`src/rtl/axi_lite_arb_pkg.sv`:
```
// axi_lite_arb_pkg: FSM state types and AXI response codes shared by the 2:1 AXI4-Lite arbiter
package axi_lite_arb_pkg;

    typedef enum logic [1:0] {W_IDLE, W_ADDR, W_RESP} wr_state_t;
    typedef enum logic [1:0] {R_IDLE, R_ADDR, R_DATA} rd_state_t;

    localparam logic [1:0] RESP_OKAY   = 2'b00;
    localparam logic [1:0] RESP_SLVERR = 2'b10;

endpackage

```
`src/rtl/axi_lite_arb_rr2.sv`:
```
// axi_lite_arb_rr2: two-way round-robin grant with a last-grant pointer (resets to 1 so side 0 wins the first tie)
module axi_lite_arb_rr2
    import axi_lite_arb_pkg::*;
(
    input  logic       clk,
    input  logic       rst,
    input  logic [1:0] req,
    input  logic       advance,
    output logic       grant_idx
);

    logic last;

    // A lone requester wins; on a tie the side not granted last wins
    always_comb grant_idx = &req ? ~last : req[1];

    // Record the winner whenever the owner commits a grant
    always_ff @(posedge clk) begin
        if (rst)
            last <= 1'b1;
        else if (advance)
            last <= grant_idx;
    end

endmodule

```
`src/rtl/axi_lite_arb_2to1.sv`:
```
// axi_lite_arb_2to1: two AXI4-Lite requesters sharing one master port; independent round-robin
// read and write paths, one outstanding transaction each. Define AXI_ARB_ADDR_REMAP_EN to clear
// the address MSB on the master side.
module axi_lite_arb_2to1
    import axi_lite_arb_pkg::*;
#(
    parameter int C_AXI_ADDR_WIDTH = 32,
    parameter int C_AXI_DATA_WIDTH = 32
) (
    input  logic                          aclk,
    input  logic                          areset,
    input  logic [C_AXI_ADDR_WIDTH-1:0]   s0_axi_awaddr,
    input  logic [2:0]                    s0_axi_awprot,
    input  logic                          s0_axi_awvalid,
    output logic                          s0_axi_awready,
    input  logic [C_AXI_DATA_WIDTH-1:0]   s0_axi_wdata,
    input  logic [C_AXI_DATA_WIDTH/8-1:0] s0_axi_wstrb,
    input  logic                          s0_axi_wvalid,
    output logic                          s0_axi_wready,
    output logic [1:0]                    s0_axi_bresp,
    output logic                          s0_axi_bvalid,
    input  logic                          s0_axi_bready,
    input  logic [C_AXI_ADDR_WIDTH-1:0]   s0_axi_araddr,
    input  logic [2:0]                    s0_axi_arprot,
    input  logic                          s0_axi_arvalid,
    output logic                          s0_axi_arready,
    output logic [C_AXI_DATA_WIDTH-1:0]   s0_axi_rdata,
    output logic [1:0]                    s0_axi_rresp,
    output logic                          s0_axi_rvalid,
    input  logic                          s0_axi_rready,
    input  logic [C_AXI_ADDR_WIDTH-1:0]   s1_axi_awaddr,
    input  logic [2:0]                    s1_axi_awprot,
    input  logic                          s1_axi_awvalid,
    output logic                          s1_axi_awready,
    input  logic [C_AXI_DATA_WIDTH-1:0]   s1_axi_wdata,
    input  logic [C_AXI_DATA_WIDTH/8-1:0] s1_axi_wstrb,
    input  logic                          s1_axi_wvalid,
    output logic                          s1_axi_wready,
    output logic [1:0]                    s1_axi_bresp,
    output logic                          s1_axi_bvalid,
    input  logic                          s1_axi_bready,
    input  logic [C_AXI_ADDR_WIDTH-1:0]   s1_axi_araddr,
    input  logic [2:0]                    s1_axi_arprot,
    input  logic                          s1_axi_arvalid,
    output logic                          s1_axi_arready,
    output logic [C_AXI_DATA_WIDTH-1:0]   s1_axi_rdata,
    output logic [1:0]                    s1_axi_rresp,
    output logic                          s1_axi_rvalid,
    input  logic                          s1_axi_rready,
    output logic [C_AXI_ADDR_WIDTH-1:0]   m_axi_awaddr,
    output logic [2:0]                    m_axi_awprot,
    output logic                          m_axi_awvalid,
    input  logic                          m_axi_awready,
    output logic [C_AXI_DATA_WIDTH-1:0]   m_axi_wdata,
    output logic [C_AXI_DATA_WIDTH/8-1:0] m_axi_wstrb,
    output logic                          m_axi_wvalid,
    input  logic                          m_axi_wready,
    input  logic [1:0]                    m_axi_bresp,
    input  logic                          m_axi_bvalid,
    output logic                          m_axi_bready,
    output logic [C_AXI_ADDR_WIDTH-1:0]   m_axi_araddr,
    output logic [2:0]                    m_axi_arprot,
    output logic                          m_axi_arvalid,
    input  logic                          m_axi_arready,
    input  logic [C_AXI_DATA_WIDTH-1:0]   m_axi_rdata,
    input  logic [1:0]                    m_axi_rresp,
    input  logic                          m_axi_rvalid,
    output logic                          m_axi_rready
);

    localparam int AW = C_AXI_ADDR_WIDTH;

`ifdef AXI_ARB_ADDR_REMAP_EN
    localparam logic [AW-1:0] ADDR_MASK = {1'b0, {(AW-1){1'b1}}};
`else
    localparam logic [AW-1:0] ADDR_MASK = '1;
`endif

    wr_state_t  ws;
    rd_state_t  rs;
    logic       wg, rg, wi, ri, aw_done, w_done;
    logic [1:0] wreq, rreq;
    logic       wa, wb, ra, rd, aw_hs, w_hs, b_hs, ar_hs, r_hs;

    assign wreq  = {s1_axi_awvalid, s0_axi_awvalid};
    assign rreq  = {s1_axi_arvalid, s0_axi_arvalid};
    assign wa    = ws == W_ADDR;
    assign wb    = ws == W_RESP;
    assign ra    = rs == R_ADDR;
    assign rd    = rs == R_DATA;
    assign aw_hs = m_axi_awvalid & m_axi_awready;
    assign w_hs  = m_axi_wvalid & m_axi_wready;
    assign b_hs  = m_axi_bvalid & m_axi_bready;
    assign ar_hs = m_axi_arvalid & m_axi_arready;
    assign r_hs  = m_axi_rvalid & m_axi_rready;

    // The pointer is only consulted in IDLE, so advancing it at grant time is
    // indistinguishable from advancing it at completion (reset clears both)
    axi_lite_arb_rr2 u_wr_rr (
        .clk       (aclk),
        .rst       (areset),
        .req       (wreq),
        .advance   ((ws == W_IDLE) & |wreq),
        .grant_idx (wi)
    );

    axi_lite_arb_rr2 u_rd_rr (
        .clk       (aclk),
        .rst       (areset),
        .req       (rreq),
        .advance   ((rs == R_IDLE) & |rreq),
        .grant_idx (ri)
    );

    // Master side: granted requester's channels, zero outside the owning state
    assign m_axi_awvalid = wa & ~aw_done & (wg ? s1_axi_awvalid : s0_axi_awvalid);
    assign m_axi_awaddr  = wa ? (wg ? s1_axi_awaddr : s0_axi_awaddr) & ADDR_MASK : '0;
    assign m_axi_awprot  = wa ? (wg ? s1_axi_awprot : s0_axi_awprot) : '0;
    assign m_axi_wvalid  = wa & ~w_done & (wg ? s1_axi_wvalid : s0_axi_wvalid);
    assign m_axi_wdata   = wa ? (wg ? s1_axi_wdata : s0_axi_wdata) : '0;
    assign m_axi_wstrb   = wa ? (wg ? s1_axi_wstrb : s0_axi_wstrb) : '0;
    assign m_axi_bready  = wb & (wg ? s1_axi_bready : s0_axi_bready);
    assign m_axi_arvalid = ra & (rg ? s1_axi_arvalid : s0_axi_arvalid);
    assign m_axi_araddr  = ra ? (rg ? s1_axi_araddr : s0_axi_araddr) & ADDR_MASK : '0;
    assign m_axi_arprot  = ra ? (rg ? s1_axi_arprot : s0_axi_arprot) : '0;
    assign m_axi_rready  = rd & (rg ? s1_axi_rready : s0_axi_rready);

    // Requester side: only the granted requester sees readies and responses
    assign s0_axi_awready = wa & ~wg & ~aw_done & m_axi_awready;
    assign s1_axi_awready = wa &  wg & ~aw_done & m_axi_awready;
    assign s0_axi_wready  = wa & ~wg & ~w_done & m_axi_wready;
    assign s1_axi_wready  = wa &  wg & ~w_done & m_axi_wready;
    assign s0_axi_bvalid  = wb & ~wg & m_axi_bvalid;
    assign s1_axi_bvalid  = wb &  wg & m_axi_bvalid;
    assign s0_axi_bresp   = (wb & ~wg) ? m_axi_bresp : '0;
    assign s1_axi_bresp   = (wb &  wg) ? m_axi_bresp : '0;
    assign s0_axi_arready = ra & ~rg & m_axi_arready;
    assign s1_axi_arready = ra &  rg & m_axi_arready;
    assign s0_axi_rvalid  = rd & ~rg & m_axi_rvalid;
    assign s1_axi_rvalid  = rd &  rg & m_axi_rvalid;
    assign s0_axi_rdata   = (rd & ~rg) ? m_axi_rdata : '0;
    assign s1_axi_rdata   = (rd &  rg) ? m_axi_rdata : '0;
    assign s0_axi_rresp   = (rd & ~rg) ? m_axi_rresp : '0;
    assign s1_axi_rresp   = (rd &  rg) ? m_axi_rresp : '0;

    // Write path: grant, collect aw and w in either order, then wait for b
    always_ff @(posedge aclk) begin
        if (areset) begin
            ws      <= W_IDLE;
            wg      <= 1'b0;
            aw_done <= 1'b0;
            w_done  <= 1'b0;
        end else begin
            case (ws)
                W_IDLE: if (|wreq) begin
                    ws      <= W_ADDR;
                    wg      <= wi;
                    aw_done <= 1'b0;
                    w_done  <= 1'b0;
                end
                W_ADDR: begin
                    aw_done <= aw_done | aw_hs;
                    w_done  <= w_done | w_hs;
                    if ((aw_done | aw_hs) & (w_done | w_hs))
                        ws <= W_RESP;
                end
                W_RESP: if (b_hs) ws <= W_IDLE;
                default: ws <= W_IDLE;
            endcase
        end
    end

    // Read path: grant, address handshake, then wait for r
    always_ff @(posedge aclk) begin
        if (areset) begin
            rs <= R_IDLE;
            rg <= 1'b0;
        end else begin
            case (rs)
                R_IDLE: if (|rreq) begin
                    rs <= R_ADDR;
                    rg <= ri;
                end
                R_ADDR: if (ar_hs) rs <= R_DATA;
                R_DATA: if (r_hs) rs <= R_IDLE;
                default: rs <= R_IDLE;
            endcase
        end
    end

endmodule
```
`config.mk`:
```
export PLATFORM = sky130hd
export DESIGN_NAME = axi_lite_arb_2to1
export DESIGN_NICKNAME = d
export VERILOG_FILES = /design/src/rtl/axi_lite_arb_pkg.sv /design/src/rtl/axi_lite_arb_rr2.sv /design/src/rtl/axi_lite_arb_2to1.sv
export SDC_FILE = /design/constraint.sdc
export NUM_CORES = 1
export LEC_CHECK = 0
export BUFFER_PORTS_ARGS = -buffer_cell sky130_fd_sc_hd__buf_2
export CORE_AREA = 2 2 178 180
export DETAILED_ROUTE_END_ITERATION = 10
export DIE_AREA = 0 0 180 182
export GPL_TIMING_DRIVEN = 0
export SETUP_SLACK_MARGIN = 0.05
export SKIP_CTS_REPAIR_TIMING = 1
export SLEW_MARGIN = 25
export SYNTH_ARGS = -nofsm -noshare
export SYNTH_HDL_FRONTEND = slang
export SYNTH_HIERARCHICAL = 1
export SYNTH_SLANG_ARGS = --single-unit
export TNS_END_PERCENT = 10
```
`constraint.sdc`:
```
create_clock -name aclk -period 3.35 [get_ports aclk]
set_input_delay 0 -clock aclk [delete_from_list [all_inputs] [get_ports aclk]]
set_output_delay 0 -clock aclk [all_outputs]
set_load 0.1 [all_outputs]
```
* After elaboration in Yosys (flattened, before gate mapping)
Cells that the tools add are included.
Word-level totals: bits in registers 10, input bits 265, output and inout bits 193
Cells by class: equality and inequality tests 10, bitwise gates (word level) 45, reduce and logical (&&, ||, !) cells 12, mux-type cells 36
Operators with widths (count):
- 32-bit two-way mux | 8
- 1-bit AND | 37
- 2-bit two-way mux | 10
- 3-bit two-way mux | 4
- 2-bit by 1-bit != test with 1-bit output, second input constant | 6
- 2-bit one-hot mux with 3 select lines | 2
- 2-bit AND reduction | 5
- 1-bit two-way mux | 8
- 4-bit two-way mux | 2
- 1-bit NOT | 6
- 3-bit AND reduction | 2
- 2-bit by 1-bit == test with 1-bit output, second input constant | 2
- 2-bit == test, second input constant | 2
- 2-bit zero test | 2
- 1-bit one-hot mux with 2 select lines | 2
- 2-bit OR reduction | 2
- 1-bit OR | 2
- 2-bit nonzero test | 1

* Longest topological paths before layout
Gate-level depths: netlist (run 1).
depth after elaboration 8, depth in mapped cells 5, depth with buffers taken out 5

* Cells and area by module
The synthesis (run 1) kept the hierarchy.
By module, submodules not included:
- axi_lite_arb_2to1 | times used 1, area an instance 2561.2 µm², cells an instance 351
- axi_lite_arb_rr2 | times used 2, area an instance 42.5 µm², cells an instance 4

* Worst setup path before layout (run 1)
OpenSTA, ideal clock, no wires.
kind reg2out, from reg ws[1], to out m_axi_awvalid, cell stages (with the launch flop) 5, data arrival time 2.802 ns, slack 0.548 ns, required time 3.350 ns, cell sequence dfxtp_1 nand2b_1 buf_2 buf_2 nor3_1
On the way: cells in the longest elaborated chain, start to end 3
RTL lines:
- from (decl) | RTL line axi_lite_arb_2to1.sv:79 | wr_state_t ws;
- from (signal assigned) | RTL line axi_lite_arb_2to1.sv:149 | ws <= W_IDLE;
- from (signal assigned) | RTL line axi_lite_arb_2to1.sv:156 | ws <= W_ADDR;
- from (signal assigned) | RTL line axi_lite_arb_2to1.sv:165 | ws <= W_RESP;
- 2-bit by 1-bit == test with 1-bit output | RTL line axi_lite_arb_2to1.sv:87 | assign wa = ws == W_ADDR;
- 1-bit AND (2 in a row) | RTL line axi_lite_arb_2to1.sv:116 | assign m_axi_awvalid = wa & ~aw_done & (wg ? s1_axi_awvalid : s0_axi_awvalid);
- to (decl) | RTL line axi_lite_arb_2to1.sv:52 | output logic m_axi_awvalid,
No other way between the ends.

* Worst setup path in the final report (run 1)
from reg wg, to out m_axi_wstrb[2]
On the way: cells in the longest elaborated chain, start to end 2
RTL lines:
- from (decl) | RTL line axi_lite_arb_2to1.sv:81 | logic wg, rg, wi, ri, aw_done, w_done;
- from (signal assigned) | RTL line axi_lite_arb_2to1.sv:157 | wg <= wi;
- 4-bit two-way mux (2 in a row) | RTL line axi_lite_arb_2to1.sv:121 | assign m_axi_wstrb = wa ? (wg ? s1_axi_wstrb : s0_axi_wstrb) : '0;
- to (decl) | RTL line axi_lite_arb_2to1.sv:55 | output logic [C_AXI_DATA_WIDTH/8-1:0] m_axi_wstrb,
No other way between the ends.

==> flow_summary.toml, run 1 <==
[worst_setup_path]
path_cells = "buf_2 -> buf_1 -> mux2i_1 -> nor2_1 -> buf_2"
cp-start-kind = "flop"
required_ns = 3.35
max_stage_delay_ns = 0.57
critPathKind = "flop to output pin"
worstPathArrival_ns = 2.18
cp_max_fo = 10
path_common_cell = "buf_2"
crit_path_end_kind = "output pin"
slowest_stage = "buf_1"

[logic_synthesis]
syn_inst = 359
yosysWarnings = 6
yosys-top-cells-area = "mux2i_1, and2_1, nor2_1"
synth-seq-cells = 10
synth_ff_type = "dfxtp_1"
netlist.area_leader.share_pct = 28.7
synth_top_area_cell = "mux2i_1"
synthesis.area_um2 = 2650
yosysMostFrequentCell = "nor2_1"
ys_types = 34
syn_nets = 624
async_reset_ff_share_pct = 0
synth.yosys.seq_area_share_pct = 7.57
synth_area_per_cell_um2 = 7.37
synth_edf_count = 0
yosys-top-cells-count = "nor2_1, mux2i_1, and2_1, a22o_1, buf_2"

[pwr]
power.switching_w = 0.00163
leakage_nw = 3.18
p_int_w = 0.000702
p_comb_share_pct = 83.9
pwr_density_cell_nw_per_um2 = 421
switching_share_pct = 69.9
pwr-share-seq_pct = 5.9
p_clk_share_pct = 10.1
vdd_ir_drop_max_v = 0.000218

[global_route]
use_met1_pct = 14.2
grt_usage_pct = 12.1
grt_util_met3_pct = 3.43
use_met2_pct = 22.6
top_usage_layer = "met2"
grt_pass1_wl_mm = 29.1
grt_max_degree = 11
grt_pass1_vias = 4249
grt_overflow = 0
grt_antenna_before_repair = 7

[route]
ant_nets = 0
vias = 4432
first_pass_iters = 4
viasPerCell = 3.62
wire_per_inst_um = 17.2
routed_wl_mm = 21.0
drt_iter0_markers = 117
drc_errors = 0

[sta]
relSlewSlack_pct = 55.0
timing.fmax_ghz = 0.458
rsz0062_at_grt = "no"
fin_ws_ns = 1.17
fin_worst_skew_ns = 0.000361
setup_viol = 0
period_share_pct = 65.2
final.min_clock_period_ns = 2.18
drv_slew = 0
finalSetupTns_ns = 0
worst_slew_pin_slew_ns = 0.674
finalHoldViolCount = 0

[flow_run]
maxCapViolations = 0

[cts]
h-tree-depth = 1
clkTransAtPathRegs_ns = 0.04
cts_buffer_depth = 2
clkLatencyLatePin_ns = 0.24
cts_sinks = 10
cts_tree = "built"
cts-root-buf = "clkbuf_16"
cts_buffers = 3

[layout]
utilization_pct = 17.8
design_area_um2 = 5530
drive_above_1_share_pct = 61.1
nets = 1086
syn_to_final_growth_pct = 109

[floorplan]
die_w_um = 180
chipHeight_um = 182
fp-row-count = 65
ios = 458
die-area_um2 = 32800
core_um2 = 31000
start_util_pct = 8.54

[min_path]
hp-class = "input pin to flop"

[place]
globalplace.congestion = 0.860
portBuffers = 457
hpwl_mm = 19.3
place_area_um2 = 5440
pre_cts_slack_ns = 1.33

[outcome]
status = "finished clean"
## power groups by stage
stage | sequential [W] | clock (W) | combinational [W]
global placement | 0.000140 | 0 | 0.00196
CTS | 0.000138 | 0.000244 | 0.00197
global route | 0.000139 | 0.000252 | 0.00204
floorplan | 0.000138 | 0 | 0.00156
finish | 0.000138 | 0.000236 | 0.00196
detailed placement | 0.000140 | 0 | 0.00197
## worst max-delay path: cells and delay by family (launching register included)
kind	cells	cell delay [ns]
buffers and inverters	3	1.33
DFF	1	0.34
muxes	1	0.15
and+or+nand+nor	1	0.12
## registers in the layout (all words and copies together), names as in the netlist
| name | count |
|---|---|
| ws | 2 |
| u_rd_rr/last | 1 |
| rs | 2 |
| u_wr_rr/last | 1 |
| rg | 1 |
| aw_done | 1 |
| w_done | 1 |
| wg | 1 |
## path summary, 6_finish.rpt
| kind | start | endpoint | slack, ns | cells after the start |
|---|---|---|---|---|
| setup / recovery | wg$_SDFFE_PP0P_ | m_axi_wstrb[2] | 1.17 | 5 |
| hold / removal | areset | u_wr_rr/last$_SDFFE_PP1P_ | 0.02 | 2 |
| setup reg to reg | wg$_SDFFE_PP0P_ | wg$_SDFFE_PP0P_ | 1.79 | 4 |
| hold reg to reg | aw_done$_SDFFE_PP0P_ | aw_done$_SDFFE_PP0P_ | 0.54 | 2 |
## layer usage
metal,part of all wire [%],up-vias
met1,40,1937
met2,50,304
met4,0.95,4
met3,8.8,22
met5,0.13,-
li1,-,2165
## cell type report
cell class	count	area (µm²)
Antenna cell	2	5.00
Buffer	34	256
Clock buffer	4	88.8
Fill cell	3560	25500
Inverter	2	7.51
Multi-Input combinational cell	313	2180
Sequential cell	10	200
Tap cell	402	503
Timing Repair Buffer	457	2290
## logic make-up (layout without fill, tap and decap cells)
group / after synthesis / count (layout) / share of synthesized area [%]
other cells: 0 / 2 / 0
buf+inv: 36 / 497 / 9.98
simple gates: 186 / 186 / 37.6
mux: 77 / 77 / 29.3
compound gates: 50 / 50 / 15.6
flops: 10 / 10 / 7.56
## cell usage in the layout (no fill, tap or decap), types with 2 or more instances in the layout
| cell type | instances |
|---|---|
| nor2_1 | 85 |
| a22o_1 | 36 |
| nand2_1 | 2 |
| buf_1 | 2 |
| nor3_1 | 3 |
| or2_2 | 2 |
| buf_6 | 14 |
| nand2b_1 | 2 |
| buf_2 | 473 |
| a21oi_1 | 3 |
| nor2b_1 | 4 |
| a211o_1 | 3 |
| a21boi_1 | 2 |
| and2_1 | 75 |
| mux2i_1 | 76 |
| dfxtp_1 | 10 |
| diode_2 | 2 |
| and3_1 | 6 |
| clkbuf_16 | 3 |
| nor3b_4 | 2 |
## per-stage QoR
stage / hold slack (ns) / cells / power, W
finish: 0.0229 / 1224 / 0.00233
global route: 0.0381 / 1222 / 0.00243
CTS: 0.0229 / 1222 / 0.00236
detailed placement: 0.267 / 1218 / 0.00211
global placement: 0.260 / 1218 / 0.00210
floorplan: 0.0944 / 359 / 0.00170
No activity file was read; power rests on OpenSTA's default activity.
==> run 2: changes to the inputs <==
ABC_AREA = 1   (was unset)
CORE_AREA = 2 2 179 181   (was 2 2 178 180)
DIE_AREA = 0 0 181 183   (was 0 0 180 182)
clock period = 1.8 ns   (was 3.35 ns; I/O delays follow)
==> run 2 against run 1 <==
Against the previous run: sequential power grew 91%; hold slack lost 0.011 ns; first-iteration DRC count increased by 110%; sequential share of layout area fell by 0.48 points; power is 92% higher; clock skew about the same; die area up 1.1%; critical path type unchanged.
==> flow_summary.toml, run 2 <==
[outcome]
status = "finished clean"

[worst_setup_path]
slowest_stage = "dfxtp_4"
reg2reg_to = "rs[0]$_SDFFE_PP0P_"
cp-start-kind = "flop"
cp_max_fo = 10
reg2regPathDepth = 8
rr_startpoint = "rs[0]$_SDFFE_PP0P_"
worst-r2r-setup-slack_ns = 0.49
critPathKind = "flop to output pin"
path_cells = "inv_2 -> nor2_4 -> nand2_2 -> buf_2 -> nor2_1 -> buf_6"
crit_path_end_kind = "output pin"
required_ns = 1.80
max_stage_delay_ns = 0.41
worstPathArrival_ns = 1.70

[layout]
nets = 1312
syn_to_final_growth_pct = 146
drive_above_1_share_pct = 51.6
final_common_cell = "buf_2"
final_cell_mix = "buf_2, nand2_1, nor2_1"
reg_top3 = "rs x2, ws x2"
stdcell_count = 1450

[global_route]
grt_pass1_wl_mm = 25.5
grt_pass1_vias = 4967
grt_overflow = 0
grt_usage_pct = 9.53
grt_max_degree = 11
grt_antenna_before_repair = 2

[cts]
h-tree-depth = 1
cts_buffer_depth = 2
cts_tree = "built"
clkLatencyLatePin_ns = 0.24
cts-root-buf = "clkbuf_16"
cts_sinks = 10
clkTransAtPathRegs_ns = 0.04
cts_buffers = 3

[floorplan]
chipHeight_um = 183
die_w_um = 181
ios = 458
fp-row-count = 65
die-area_um2 = 33100
start_util_pct = 8.50
core_um2 = 31200

[min_path]
min_to = "u_wr_rr/last$_SDFFE_PP1P_"
hp-class = "input pin to flop"
holdCritStartpoint = "areset"
worstHoldPathCells = 3

[route]
routed_wl_mm = 18.4
ant_nets = 0
drt_iter0_markers = 249
vias = 5596
wire_per_inst_um = 12.7
viasPerCell = 3.86
first_pass_iters = 5
drc_errors = 0

[logic_synthesis]
async_reset_ff_share_pct = 0
syn_nets = 848
synth_edf_count = 0
syn_inst = 583
netlist.area_leader.share_pct = 28.4
synthesis.area_um2 = 2650
ys_types = 19
synth_ff_type = "dfxtp_1"
synth_area_per_cell_um2 = 4.55
yosysMostFrequentCell = "nand2_1"
yosys-top-cells-count = "nand2_1, nor2_1, a21oi_1, nand3_1, inv_1"
synth_top_area_cell = "nand2_1"
yosysWarnings = 6
synth-seq-cells = 10
yosys-top-cells-area = "nand2_1, a21oi_1, nand3_1"
synth.yosys.seq_area_share_pct = 7.54

[sta]
timing.fmax_ghz = 0.589
fin_ws_ns = 0.103
relSlewSlack_pct = 65.8
final.min_clock_period_ns = 1.70
rsz0062_at_grt = "yes"
drv_slew = 0
worst_slew_pin_slew_ns = 0.517
setup_viol = 0
fin_worst_skew_ns = 0.000324
period_share_pct = 94.3
finalHoldViolCount = 0

[pwr]
vdd_ir_drop_max_v = 0.000328
pwr_density_cell_nw_per_um2 = 683
leakage_nw = 3.74

[flow_run]
maxCapViolations = 0

[place]
globalplace.congestion = 0.929
pre_cts_slack_ns = -0.100
portBuffers = 457
hpwl_mm = 15.2
numPlacedInstances = 1442
run 2: changes by cell type after synthesis, sizes merged, moves of 6 or more:
| cell | delta |
|---|---|
| and3 | -6 |
| nor2 | +7 |
| a21oi | +78 |
| nand2 | +201 |
| inv | +54 |
| nand3 | +78 |
| mux2i | -76 |
| clkbuf | +7 |
| a22o | -36 |
| and2 | -73 |
run 2: kinds of logic after synthesis:
kind of cell	after synthesis	share of synthesized area, %
AO/OA/AOI/OAI	84	16.0
buffers and inverters	102	16.1
AND/OR/NAND/NOR	387	60.3
flip-flops	10	7.54
run 2: worst max-delay path, delay by kind of cell (launching register included):
| family | cells | cell delay (ns) |
|---|---|---|
| AND/OR/NAND/NOR | 3 | 0.49 |
| flip-flops | 1 | 0.41 |
| buffers and inverters | 3 | 0.54 |
run 2: routing by layer:
layer / GRT usage, % / wire (µm) / up-vias
li1: - / - / 2769
met4: 2.08 / 252 / 0
met2: 17.8 / 9680 / 269
met5: 0 / 0 / -
met3: 1.65 / 1450 / 17
met1: 11.4 / 6980 / 2541
run 2: final cells by class:
cell class	count	area, µm²
diodes	2	5.00
clock buffers	4	88.8
flip-flops and latches	10	205
inverters	56	210
repair buffers	459	3050
well taps	402	503
fillers	3544	24700
multi-input cells	471	2180
plain buffers	46	297
run 2: per-stage QoR:
stage                     power [W]  area, µm²  utilization, %  setup TNS [ns]  hold WS [ns]
after floorplan             0.00287       2750               -          -65.95        0.0884
after global placement      0.00362       5540            17.7          -0.336         0.282
final                       0.00446       6530            20.9               0        0.0119
after global routing        0.00465       6530            20.9               0        0.0355
after CTS                   0.00410       5630            18.0          -29.59        0.0334
after detailed placement    0.00363       5540            17.7          -0.200         0.284
run 2: power breakdown:
part | leakage, nW | switching, W | internal (W)
Combinational | 3.61 | 0.00283 | 0.000922
Sequential | 0.0835 | 0.0000232 | 0.000241
Clock | 0.0442 | 0.000114 | 0.000335
Total | 3.74 | 0.00296 | 0.00150
run 2: worst max-delay path by stage:
stage | cells past startpoint | start | end
6_report | 6 | rs[1]$_SDFFE_PP0P_ | s0_axi_rdata[23]
3_3_place_gp | 6 | wg$_SDFFE_PP0P_ | m_axi_awaddr[8]
3_5_place_dp | 6 | wg$_SDFFE_PP0P_ | m_axi_awaddr[8]
5_1_grt | 6 | rs[1]$_SDFFE_PP0P_ | s0_axi_rdata[23]
4_1_cts | 6 | wg$_SDFFE_PP0P_ | m_axi_awaddr[8]
2_1_floorplan | 5 | wg$_SDFFE_PP0P_ | m_axi_awaddr[12]
==> run 3: changes to the inputs <==
CORE_AREA = 2 2 178 180   (was 2 2 179 181)
DIE_AREA = 0 0 180 182   (was 0 0 181 183)
SYNTH_HIERARCHICAL = unset   (was 1)
==> run 3 against run 2 <==
Against the previous run: via count is 0.98% higher; power is 7.3% lower; hold slack better by 0.033 ns; synthesized cell count is 0.86% lower; cell area is 0.54% higher; critical path depth stayed put; die area is 1.1% lower; maximum frequency is 4.7% lower; largest power group unchanged.
==> flow_summary.toml, run 3 <==
[worst_setup_path]
cp-start-kind = "flop"
worstPathArrival_ns = 1.78
worst-r2r-setup-slack_ns = 0.38
max_stage_delay_ns = 0.40
path_cells = "inv_2 -> nor2_4 -> clkbuf_4 -> nand3_1 -> nand2_1 -> buf_6"
cp_max_fo = 10
critPathKind = "flop to output pin"
startpoint = "rs[0]$_SDFFE_PP0P_"
crit_path_end_kind = "output pin"
slowest_stage = "dfxtp_1"
rr_startpoint = "wg$_SDFFE_PP0P_"
required_ns = 1.80

[global_route]
use_met1_pct = 14.9
grt_max_degree = 11
grt_util_met3_pct = 2.33
top_usage_layer = "met2"
grt_pass1_wl_mm = 27.1
use_met2_pct = 15.8
grt_pass1_vias = 4844
grt_overflow = 0
grt_antenna_before_repair = 0
grt_usage_pct = 10.3

[logic_synthesis]
synthesis.area_um2 = 2630
netlist.area_leader.share_pct = 29.0
synth_top_area_cell = "nand2_1"
yosysWarnings = 0
async_reset_ff_share_pct = 0
synth_ff_type = "dfxtp_1"
ys_types = 18
synth_area_per_cell_um2 = 4.55
yosys-top-cells-count = "nand2_1, nor2_1, a21oi_1, nand3_1, inv_1"
yosys-top-cells-area = "nand2_1, a21oi_1, nand3_1"
synth-seq-cells = 10
synth_edf_count = 0
syn_inst = 578
yosysMostFrequentCell = "nand2_1"
syn_nets = 843
synth.yosys.seq_area_share_pct = 7.62

[layout]
final_common_cell = "buf_2"
nets = 1306
reg_top3 = "rs x2, ws x2"
design_area_um2 = 6570
multi_input_comb_area_um2 = 2170
diodes = 0
fill_cells = 3525
ff_latch_area_um2 = 204
syn_to_final_growth_pct = 150
final_cell_mix = "buf_2, nand2_1, nor2_1"
utilization_pct = 21.2
drive_above_1_share_pct = 51.7

[route]
first_pass_iters = 5
vias = 5651
drt_iter0_markers = 383
routed_wl_mm = 19.7
wire_per_inst_um = 13.6
ant_nets = 0
drc_errors = 0
viasPerCell = 3.92

[cts]
cts_tree = "built"
cts_buffers = 3
cts_sinks = 10
clkLatencyLatePin_ns = 0.24
h-tree-depth = 1
clkTransAtPathRegs_ns = 0.04
cts-root-buf = "clkbuf_16"
cts_buffer_depth = 2

[floorplan]
chipHeight_um = 182
die-area_um2 = 32800
start_util_pct = 8.48
core_um2 = 31000
die_w_um = 180
fp-row-count = 65
ios = 458

[sta]
timing.fmax_ghz = 0.561
drv_slew = 0
period_share_pct = 98.9
setup_viol = 0
finalHoldViolCount = 0
final.min_clock_period_ns = 1.78
fin_worst_skew_ns = 0.000393
worst_slew_pin_slew_ns = 0.528
relSlewSlack_pct = 64.8
rsz0062_at_grt = "yes"

[pwr]
pwr_density_cell_nw_per_um2 = 630
p_comb_share_pct = 82.8
pwr-share-seq_pct = 6.3
leakage_nw = 3.76
power.switching_w = 0.00272
switching_share_pct = 65.7
p_clk_share_pct = 10.9
vdd_ir_drop_max_v = 0.000297
power_w = 0.00414
p_int_w = 0.00142

[place]
portBuffers = 456
globalplace.congestion = 0.867
hpwl_mm = 16.4
place_area_um2 = 5510

[min_path]
holdCritStartpoint = "m_axi_arready"
hp-class = "input pin to flop"

[outcome]
status = "finished clean"

[flow_run]
maxCapViolations = 0
## run 3: changes by cell type after synthesis
cell / before / now
inv_1: 54 / 51
nand3_1: 78 / 80
inv_2: 2 / 3
a211oi_1: 2 / 0
nor2_1: 90 / 86
buf_1: 3 / 7
and2_1: 2 / 0
o21ai_1: 0 / 1
buf_2: 35 / 37
clkbuf_1: 8 / 2
nand2_1: 201 / 203
## run 3: through the flow
step	instances	setup TNS [ns]	worst slack, ns	hold slack [ns]
final	1442	0	0.0190	0.0451
after CTS	1440	-23.65	-0.360	0.0528
after detailed placement	1436	-0.257	-0.0889	0.309
after global routing	1442	-0.296	-0.0489	0.0731
after global placement	1436	-0.322	-0.0939	0.301
after floorplan	578	-65.34	-0.505	0.170
## run 3: path summary, 6_finish.rpt
kind                                     to  cells past startpoint
setup / recovery            m_axi_araddr[1]                      6
hold / removal           rs[1]$_SDFFE_PP0P_                      3
setup reg to reg         ws[1]$_SDFFE_PP0P_                      7
hold reg to reg   u_rd_rr.last$_SDFFE_PP1P_                      2
## run 3: critical path: cells and delay by family (launching register included)
family,cells,cell delay [ns]
flip-flops,1,0.40
AND/OR/NAND/NOR,3,0.52
buffers and inverters,3,0.63
## run 3: cell families (layout without fill, tap and decap cells)
group	Yosys count	after routing	synth area share, %
AOI/OAI and AO/OA	83	83	15.8
buffers and inverters	100	562	16.0
DFF	10	10	7.62
and+or+nand+nor	385	385	60.5
## run 3: final cells by class
class,count,area share (%)
Multi-Input combinational cell,468,33.0
Clock buffer,4,1.35
Timing Repair Buffer,458,47.1
Sequential cell,10,3.11
Tap cell,402,7.66
Buffer,46,4.67
Inverter,54,3.09
## run 3: power groups by stage
stage | Clock, W | Sequential [W] | Combinational (W)
2_1_floorplan | 0 | 0.000258 | 0.00236
3_3_place_gp | 0 | 0.000262 | 0.00305
3_5_place_dp | 0 | 0.000262 | 0.00306
4_1_cts | 0.000469 | 0.000258 | 0.00307
5_1_grt | 0.000475 | 0.000263 | 0.00357
6_report | 0.000451 | 0.000261 | 0.00343
## run 3: layer usage
metal | wire length [µm] | vias up
met3 | 1470 | 25
met2 | 9380 | 262
met4 | 192 | 0
met5 | 0 | -
met1 | 8620 | 2613
li1 | - | 2751
